<file path="config.mk">
export PLATFORM = sky130hd
export DESIGN_NAME = sum_display_scanner
export DESIGN_NICKNAME = d
export VERILOG_FILES = /design/src/rtl/sum_display_pkg.sv /design/src/rtl/sum_display_scanner_seg7_decode.sv /design/src/rtl/sum_display_scanner.sv
export SDC_FILE = /design/constraint.sdc
export NUM_CORES = 1
export LEC_CHECK = 0
export CORE_MARGIN = 2
export CORE_UTILIZATION = 64
export CTS_BUF_LIST = sky130_fd_sc_hd__clkbuf_8
export CTS_CLUSTER_DIAMETER = 40
export DETAILED_ROUTE_END_ITERATION = 10
export PLACE_DENSITY = 0.88
export SLEW_MARGIN = 10
export SYNTH_ARGS = -nofsm -noshare
export SYNTH_HDL_FRONTEND = slang
export SYNTH_SLANG_ARGS = --single-unit
</file>
<file path="constraint.sdc">
create_clock -name Clk -period 4.1 [get_ports Clk]
set_clock_uncertainty 0.1 [all_clocks]
set_input_delay 0.82 -clock Clk [delete_from_list [all_inputs] [get_ports Clk]]
set_output_delay 0.82 -clock Clk [all_outputs]
set_load 0.01 [all_outputs]
</file>
<file path="src/rtl/sum_display_pkg.sv">
// Shared types and glyph constants for the two-digit sum display scanner.
// Glyph bit0 = segment a ... bit6 = segment g, active low.
package sum_display_pkg;

   typedef enum logic [1:0] {
      BLANK0,
      SHOW0,
      BLANK1,
      SHOW1
   } scanState_e;

   localparam logic [6:0] SEG_OFF = 7'h7F;

   // Index 0 is the rightmost entry; lowercase b and d glyphs.
   localparam logic [15:0][6:0] GLYPHS = {
      7'h0E, 7'h06, 7'h21, 7'h46,
      7'h03, 7'h08, 7'h10, 7'h00,
      7'h78, 7'h02, 7'h12, 7'h19,
      7'h30, 7'h24, 7'h79, 7'h40
   };

   function automatic logic [6:0] glyph(input logic [3:0] d);
      return GLYPHS[d];
   endfunction

endpackage

</file>
<file path="src/rtl/sum_display_scanner_seg7_decode.sv">
// Combinational 4-bit digit to active-low 7-segment decoder.
// Shared by both digit slots through a mux in the top level.
module seg7_decode
   import sum_display_pkg::*;
(
   input  logic [3:0] digit,
   output logic [6:0] seg
);

   assign seg = glyph(digit);

endmodule

</file>
<file path="src/rtl/sum_display_scanner.sv">
// Two-digit multiplexed 7-segment scanner for the 5-bit adder result.
// Display value is swapped only at frame boundaries so a frame never tears.
module sum_display_scanner
   import sum_display_pkg::*;
#(
   parameter int PRESCALE = 50000,
   parameter int DEAD     = 4
) (
   input  logic       Clk,
   input  logic       Rst_n,
   input  logic       Enable,
   input  logic [4:0] SumIn,
   input  logic       SumValid,
   input  logic       HexMode,
   output logic [6:0] Seg_n,
   output logic [1:0] An_n,
   output logic       FrameTick
);

   localparam int CW = (PRESCALE > 1) ? $clog2(PRESCALE) : 1;
   localparam logic [CW-1:0] LAST = CW'(PRESCALE - 1);

   scanState_e    state;
   scanState_e    stateNext;
   logic [CW-1:0] cnt;
   logic [CW-1:0] cntNext;
   logic          started;
   logic          startedNext;
   logic          load;
   logic          upperSlot;

   logic [4:0]    pending;
   logic [4:0]    display;

   logic [3:0]    unitsDigit;
   logic [3:0]    upperDigit;
   logic [3:0]    digit;
   logic [6:0]    glyphSeg;
   logic [6:0]    segNext;
   logic [1:0]    anNext;

   function automatic scanState_e slotState(
      input logic          upper,
      input logic [CW-1:0] c
   );
      logic blank;
      blank = (int'(c) < DEAD);
      unique case ({upper, blank})
         2'b01:   return BLANK0;
         2'b00:   return SHOW0;
         2'b11:   return BLANK1;
         default: return SHOW1;
      endcase
   endfunction

   assign upperSlot = (state == BLANK1) || (state == SHOW1);

   // started=0 marks the single load cycle that opens the first frame
   // after reset or re-enable.
   always_comb begin
      stateNext   = state;
      cntNext     = cnt;
      startedNext = started;
      load        = 1'b0;
      unique case (1'b1)
         !Enable: begin
            stateNext   = BLANK0;
            cntNext     = '0;
            startedNext = 1'b0;
         end
         Enable && !started: begin
            stateNext   = slotState(1'b0, '0);
            cntNext     = '0;
            startedNext = 1'b1;
            load        = 1'b1;
         end
         default: begin
            if (cnt == LAST) begin
               cntNext   = '0;
               stateNext = slotState(!upperSlot, '0);
               load      = upperSlot;
            end else begin
               cntNext   = cnt + 1'b1;
               stateNext = slotState(upperSlot, cnt + 1'b1);
            end
         end
      endcase
   end

   always_comb begin
      unitsDigit = display[3:0];
      upperDigit = {3'b000, display[4]};
      if (!HexMode) begin
         unique case (1'b1)
            display >= 5'd30: begin
               upperDigit = 4'd3;
               unitsDigit = 4'(display - 5'd30);
            end
            display >= 5'd20 && display < 5'd30: begin
               upperDigit = 4'd2;
               unitsDigit = 4'(display - 5'd20);
            end
            display >= 5'd10 && display < 5'd20: begin
               upperDigit = 4'd1;
               unitsDigit = 4'(display - 5'd10);
            end
            default: begin
               upperDigit = 4'd0;
               unitsDigit = display[3:0];
            end
         endcase
      end
   end

   assign digit = upperSlot ? upperDigit : unitsDigit;

   seg7_decode u_decode (
      .digit (digit),
      .seg   (glyphSeg)
   );

   always_comb begin
      segNext = SEG_OFF;
      anNext  = 2'b11;
      if (Enable && started) begin
         unique case (state)
            SHOW0: begin
               segNext = glyphSeg;
               anNext  = 2'b10;
            end
            SHOW1: begin
               if (upperDigit != 4'd0) begin
                  segNext = glyphSeg;
                  anNext  = 2'b01;
               end
            end
            default: ;
         endcase
      end
   end

   always_ff @(posedge Clk) begin
      if (!Rst_n) begin
         state     <= BLANK0;
         cnt       <= '0;
         started   <= 1'b0;
         pending   <= '0;
         display   <= '0;
         Seg_n     <= SEG_OFF;
         An_n      <= 2'b11;
         FrameTick <= 1'b0;
      end else begin
         state     <= stateNext;
         cnt       <= cntNext;
         started   <= startedNext;
         Seg_n     <= segNext;
         An_n      <= anNext;
         FrameTick <= load;
         if (load) begin
            display <= pending;
         end
         if (SumValid) begin
            pending <= SumIn;
         end
      end
   end

endmodule

</file>
# Word-level counts from Yosys, hierarchy flattened
# Memory sizes are Yosys's and may differ from the RTL's.
# Cells that the tools add are included.
# W data, S select, Z words.
[op_classes]
mux = 16
n_lt_le_gt_ge = 7
n_addsub = 4
n_reduce_logical = 14
eq_ne = 6
n_bitwise = 1
[ops]
columns = ["cell", "count"]
rows = [
  ["$add A16 B1 Y16 const B", 1],
  ["$eq A16 B16 Y1 const B", 1],
  ["$lt A16 B3 Y1 const B", 1],
  ["$mux W7", 2],
  ["$pmux W7 S2", 1],
  ["$pmux W2 S3", 2],
  ["$pmux W4 S3", 1],
  ["$ge A5 B5 Y1 const B", 2],
  ["$lt A5 B5 Y1 const B", 2],
  ["$mux W4", 2],
  ["$pmux W2 S2", 2],
  ["$sub A4 B4 Y4 const B", 2],
  ["$eq A2 B2 Y1 const B", 3],
  ["$mux W2", 3],
  ["$ge A5 B4 Y1 const B", 1],
  ["$lt A4 B5 Y1 const B", 1],
  ["$eq A2 B1 Y1 const B", 2],
  ["$logic_and A1 B1 Y1", 4],
  ["$pmux W1 S2", 2],
  ["$reduce_bool A4 Y1", 1],
  ["$reduce_or A4 Y1", 1],
  ["$sub A4 B3 Y4 const B", 1],
  ["$logic_not A1 Y1", 3],
  ["$reduce_or A3 Y1", 1],
  ["other kinds (6)", 6],
]
[word_totals]
romBits = 112
word_cells = 57
n_memories = 1
register_bits = 39
output_inout_bits = 10
input_bits = 10
[mem_list]
columns = ["memory", "words", "width", "rd", "rd_ports_with_merged_regs", "wr", "line_no", "text"]
rows = [
  ["(name not given)", 16, 7, 1, 0, 0, "sum_display_pkg.sv:23", "return GLYPHS[d];"],
]

# Logic depth before layout (Yosys ltp)
[logic_depth]
depth_word = 9
mapped_depth = 12
mapped_depth_nobuf = 11

# By module
# A second synthesis with hierarchy kept.
[unflattened]
cells_unflattened = 246
area_unflattened_um2 = 2189.6
[modules_own_cells]
columns = ["mod", "seq_area_each_um2", "area_each_um2", "instances", "cells_each"]
rows = [
  ["sum_display_scanner", 780.7, 1936.9, 1, 215],
  ["seg7_decode", 0.0, 252.7, 1, 31],
]

# Worst setup path before layout
# Ideal clock, no wire load.
[synth_path]
path_type = "input-to-reg"
from = "input HexMode"
to = "register Seg_n[3]"
path_slack_ns = 1.733
required_ns = 3.863
n_path_buf = 1
stages = 8
setup_time_ns = 0.137
t_arrival_ns = 2.131
cell_sequence = "clkbuf_1 nor3_1 a32oi_1 o311a_1 ha_1 a21o_1 a21oi_1 o21ai_1"
[synth_via]
elab_chain_cells = 6
elab_cells_between_ends = 8
classes_between = "6 x mux; 1 x reduce/logical; 1 x memory"
[synth_rtl]
columns = ["item", "line_no", "text"]
rows = [
  ["start, declared", "sum_display_scanner.sv:14", "input logic HexMode,"],
  ["$mux W4 / $mux W2 (equally long branches)", "sum_display_scanner.sv:93", "if (!HexMode) begin"],
  ["$mux W4", "sum_display_scanner.sv:115", "assign digit = upperSlot ? upperDigit : unitsDigit;"],
  ["$mem_v2 Z16 W7", "-", ""],
  ["$mux W7 (implied by the code)", "sum_display_pkg.sv:23", ""],
  ["$mux W7", "sum_display_scanner.sv:132", "if (upperDigit != 4'd0) begin"],
  ["$pmux W7 S2 *", "sum_display_scanner.sv:126", "unique case (state)"],
  ["end signal, assigned", "sum_display_scanner.sv:156", "Seg_n <= segNext;"],
  ["end, declared", "sum_display_scanner.sv:15", "output logic [6:0] Seg_n,"],
]
# Mark *: on every way between the ends. The rest lies on a longest branch, timed or not. The select of a mux whose other input is x is not followed.
# A chain may end at the register's enable or synchronous reset.

# Worst setup path after layout
# Same ends and word-level chain as after synthesis.

==> impl_results.md <==
- Worst reg2reg path depth: 10
- Reported max-cap violation count: 0
- Worst setup path startpoint: HexMode
- Count of unique library cells instantiated by Yosys: 53
- Most frequent cell after synthesis: sky130_fd_sc_hd__dfxtp_1
- Largest fanout on the critical path: 11
- Top cells by area in the synthesized netlist: sky130_fd_sc_hd__dfxtp_1 36%, sky130_fd_sc_hd__mux2i_1 6.5%, sky130_fd_sc_hd__nor2_1 6.1%
- Sequential share of the synthesized area: 36.3%
- Flop and latch count out of synthesis: 39
- Worst setup slack for register-to-register paths: roughly 1.4 ns
- HPWL reported at the end of detailed placement: roughly 2900 um
- Share of cells above drive strength 1: 5.34%
- Setup repair after global routing missed its margin: no
- Primary FF master, synth: sky130_fd_sc_hd__dfxtp_1
- Final net count: around 280
- Initial cell density of the core: between 60% and 70%
- N_diodes: 0
- Insertion delay to the later sink of the worst-skew pair: 0.29 ns
- Post-route clock period utilization: about 67%
- Async set or reset register ratio after synthesis: 0%
- Nature of the critical path startpoint: input port
- Ys Warns: 0
- First-pass GRT wire length: roughly 6600 um
- Overall die width: around 62 um
- Final-report hold violation count: 0
- Number of placed instances with taps included: 300
- Maximum clock path buffer count: 2
- Library cell occupying the most area in the post-synthesis netlist: sky130_fd_sc_hd__dfxtp_1
- Maximum number of pins on one net before global-route repair: 18
- Static leakage: between 0.0008 and 0.0009 uW
- Overall global routing resource usage: a little under a quarter
- Count of buffers added by post-CTS timing repair for setup: 0
- Setup total negative slack: 0 ns
- EDFF count, synth: 0
- Critical Path RT: slightly above 4 ns
- CTS tree: done
- Area grow syn2layout: 12.3%
- Num Clock Sinks: 39
- Pins Over Slew Limit: 0
- Count of H-tree levels built during CTS: 2
- Power density over cell area: 284 mW/mm2
- Overall die area: just under 0.004 mm2
- Final count of negative-setup-slack endpoints: 0
- Post-Route WL: roughly 4000 um
- Post-layout minimum cycle time: ~2.7 ns
- Sum of overflow across all layers after global routing: 0
- Switch Pwr: about 160 uW
- Post-placement setup slack: approximately 1.1 ns
- Fraction of synthesized cell area taken by the top area cell type: 36.3%
- Root buffer cell: sky130_fd_sc_hd__clkbuf_8
- Total iterations of the first detailed-routing run: 4
- Final estimated routing congestion in global placement: 0.900
- Launch instance of the worst register-to-register path: display[2]$_SDFFE_PN0P_
- Reg-to-reg endpoint: Seg_n[3]$_SDFF_PN1_
- Number of resized instances in the post-cts repair step: 0
- I/O pin total: 20
- Mapped Cells: around 250
- Critical Path End Type: flip-flop
- Syn Area/Cell: around 8.7 um2
- Hold Buf Count CTS: 0
- Total nets after synthesis: around 270
- Ranking of synthesized cells by instance count: 39 x sky130_fd_sc_hd__dfxtp_1, 35 x sky130_fd_sc_hd__nor2_1, 14 x sky130_fd_sc_hd__mux2i_1, 14 x sky130_fd_sc_hd__nand2_1, 13 x sky130_fd_sc_hd__nand3_1
- Setup WS post-layout: approximately 1.4 ns
- Number of instances on the worst hold path: 1
- Residual DRC count: 0
- Via count of the first global-routing pass: ~1.5k
- Vias per cell: approximately 5.6
- Timing-limited maximum frequency: 0.366 GHz
- Number of clock buffers inserted by TritonCTS: 5
- Peak ir drop on the vdd network: around 250 uV
- Post-route cell area: about 0.0024 mm2
- Fraction of power spent switching nets: about 23%
- Standard-cell rows: 21
- Register share of total power: between 50 and 60%
- Combinational Power Share: ~8.3%
- Critical path capture point: Seg_n[3]$_SDFF_PN1_
- Clock-pin transition on the worst setup and hold timing paths: roughly 0.070 ns
- Number of antenna violations at the first check in global routing: 0
- Die Span Y: 62.0 um
- Worst Max-Slew Pin Slew: between 0.6 and 0.7 ns
- Number of buffer cells added on primary ports: 19
- Endpoint arrival time on the critical path: around 2.8 ns
- Overall Power: 686 uW
- Post-detailed-route count of antenna-violating nets: 0
- DRC marker count from the first detailed-route iteration: between 100 and 150
- Total via count in the routed design: 1730
- Core Box Area: 0.00328 mm2
- Total standard cell area after synthesis: ~0.0022 mm2
- Outcome: finished clean
- Area of placed instances: 0.00233 mm2
- Cell internal power dissipation: approximately 530 uW
- Worst rel slew slack: a little under three fifths
- Share of total power in the clock network: 34.7%
- Post-route non-filler standard cell count: approximately 310
- Category of the critical setup timing path: in2reg
- Average routed wire per standard cell: around 13 um
- Class of the tightest hold or removal check: reg2reg
[logic make-up after synthesis]
group / after synthesis / synth area share, %
adders and majority gates: 7 / 4.42
AOI/OAI and AO/OA: 43 / 15.4
xor gates and xnor gates: 17 / 6.92
muxes: 14 / 6.52
DFF: 39 / 36.3
and+or+nand+nor: 107 / 26.1
buffers and inverters: 21 / 4.36
[critical path, cell delays in order]
cell	delay [ns]
sky130_fd_sc_hd__clkdlybuf4s50_1	0.58
sky130_fd_sc_hd__nand3b_1	0.25
sky130_fd_sc_hd__a32oi_1	0.17
sky130_fd_sc_hd__o311a_1	0.31
sky130_fd_sc_hd__ha_1	0.28
sky130_fd_sc_hd__a21o_1	0.16
sky130_fd_sc_hd__a21oi_1	0.12
sky130_fd_sc_hd__o21ai_1	0.08
[layer usage]
metal | track usage, % | vias to the layer above | routed length, um | share of wire (%)
li1 | - | 899 | - | -
met1 | 28.8 | 796 | 1880 | 47
met2 | 39.0 | 33 | 1970 | 49
met3 | 5.38 | 2 | 125 | 3.1
met4 | 7.90 | 0 | 18 | 0.45
met5 | 0 | - | 0 | 0
[power groups by stage]
stage	registers [uW]	logic, uW	clock network, uW
3_3_place_gp	399	54.5	0
3_5_place_dp	400	56.1	0
2_1_floorplan	396	42.7	0
4_1_cts	391	56.4	244
5_1_grt	392	62.4	261
6_report	391	56.6	238
[placed cells by master (no fill, tap or decap), drive strengths merged, types with 2 or more instances in the layout]
cell / instances
o22a: 2
nand2b: 2
a211oi: 2
nor2b: 10
o31ai: 2
dfxtp: 39
o21ai: 7
o221ai: 4
nor2: 35
inv: 10
a21oi: 8
nand3: 13
ha: 6
nand3b: 6
or2b: 2
xor2: 10
xnor2: 7
and3: 4
or4bb: 2
nor3: 5
clkdlybuf4s50: 19
mux2i: 14
a21o: 2
nand2: 15
a211o: 2
and2: 4
o211ai: 3
nand4: 3
clkbuf: 5
or2: 2
[final cells by class]
class,instances,area (um2)
clock buffers,5,68.8
clock inverters,3,12.5
fillers,251,868
inverters,8,30.0
multi-input cells,188,1280
flip-flops and latches,39,781
well taps,46,57.6
repair buffers,19,190
[how the worst min path moves through the flow]
stage,endpoint,start
2_1_floorplan,cnt[0]$_SDFF_PP0_,cnt[0]$_SDFF_PP0_
3_3_place_gp,cnt[0]$_SDFF_PP0_,cnt[0]$_SDFF_PP0_
3_5_place_dp,cnt[0]$_SDFF_PP0_,cnt[0]$_SDFF_PP0_
4_1_cts,cnt[0]$_SDFF_PP0_,cnt[0]$_SDFF_PP0_
5_1_grt,cnt[0]$_SDFF_PP0_,cnt[0]$_SDFF_PP0_
6_report,cnt[0]$_SDFF_PP0_,cnt[0]$_SDFF_PP0_
[metrics by stage]
stage / hold WS (ns) / utilization (%)
after detailed placement: 0.353 / 71.1
after global placement: 0.345 / 71.1
after CTS: 0.369 / 73.6
final: 0.364 / 73.6
after global routing: 0.387 / 73.6
after floorplan: 0.330 / -
[state kept, by name, indices dropped and copies added, names as in the netlist]
signal,count
cnt,16
Seg_n,7
display,5
pending,5
An_n,2
state,2
FrameTick,1
started,1
(Power assumes the default switching activity.)
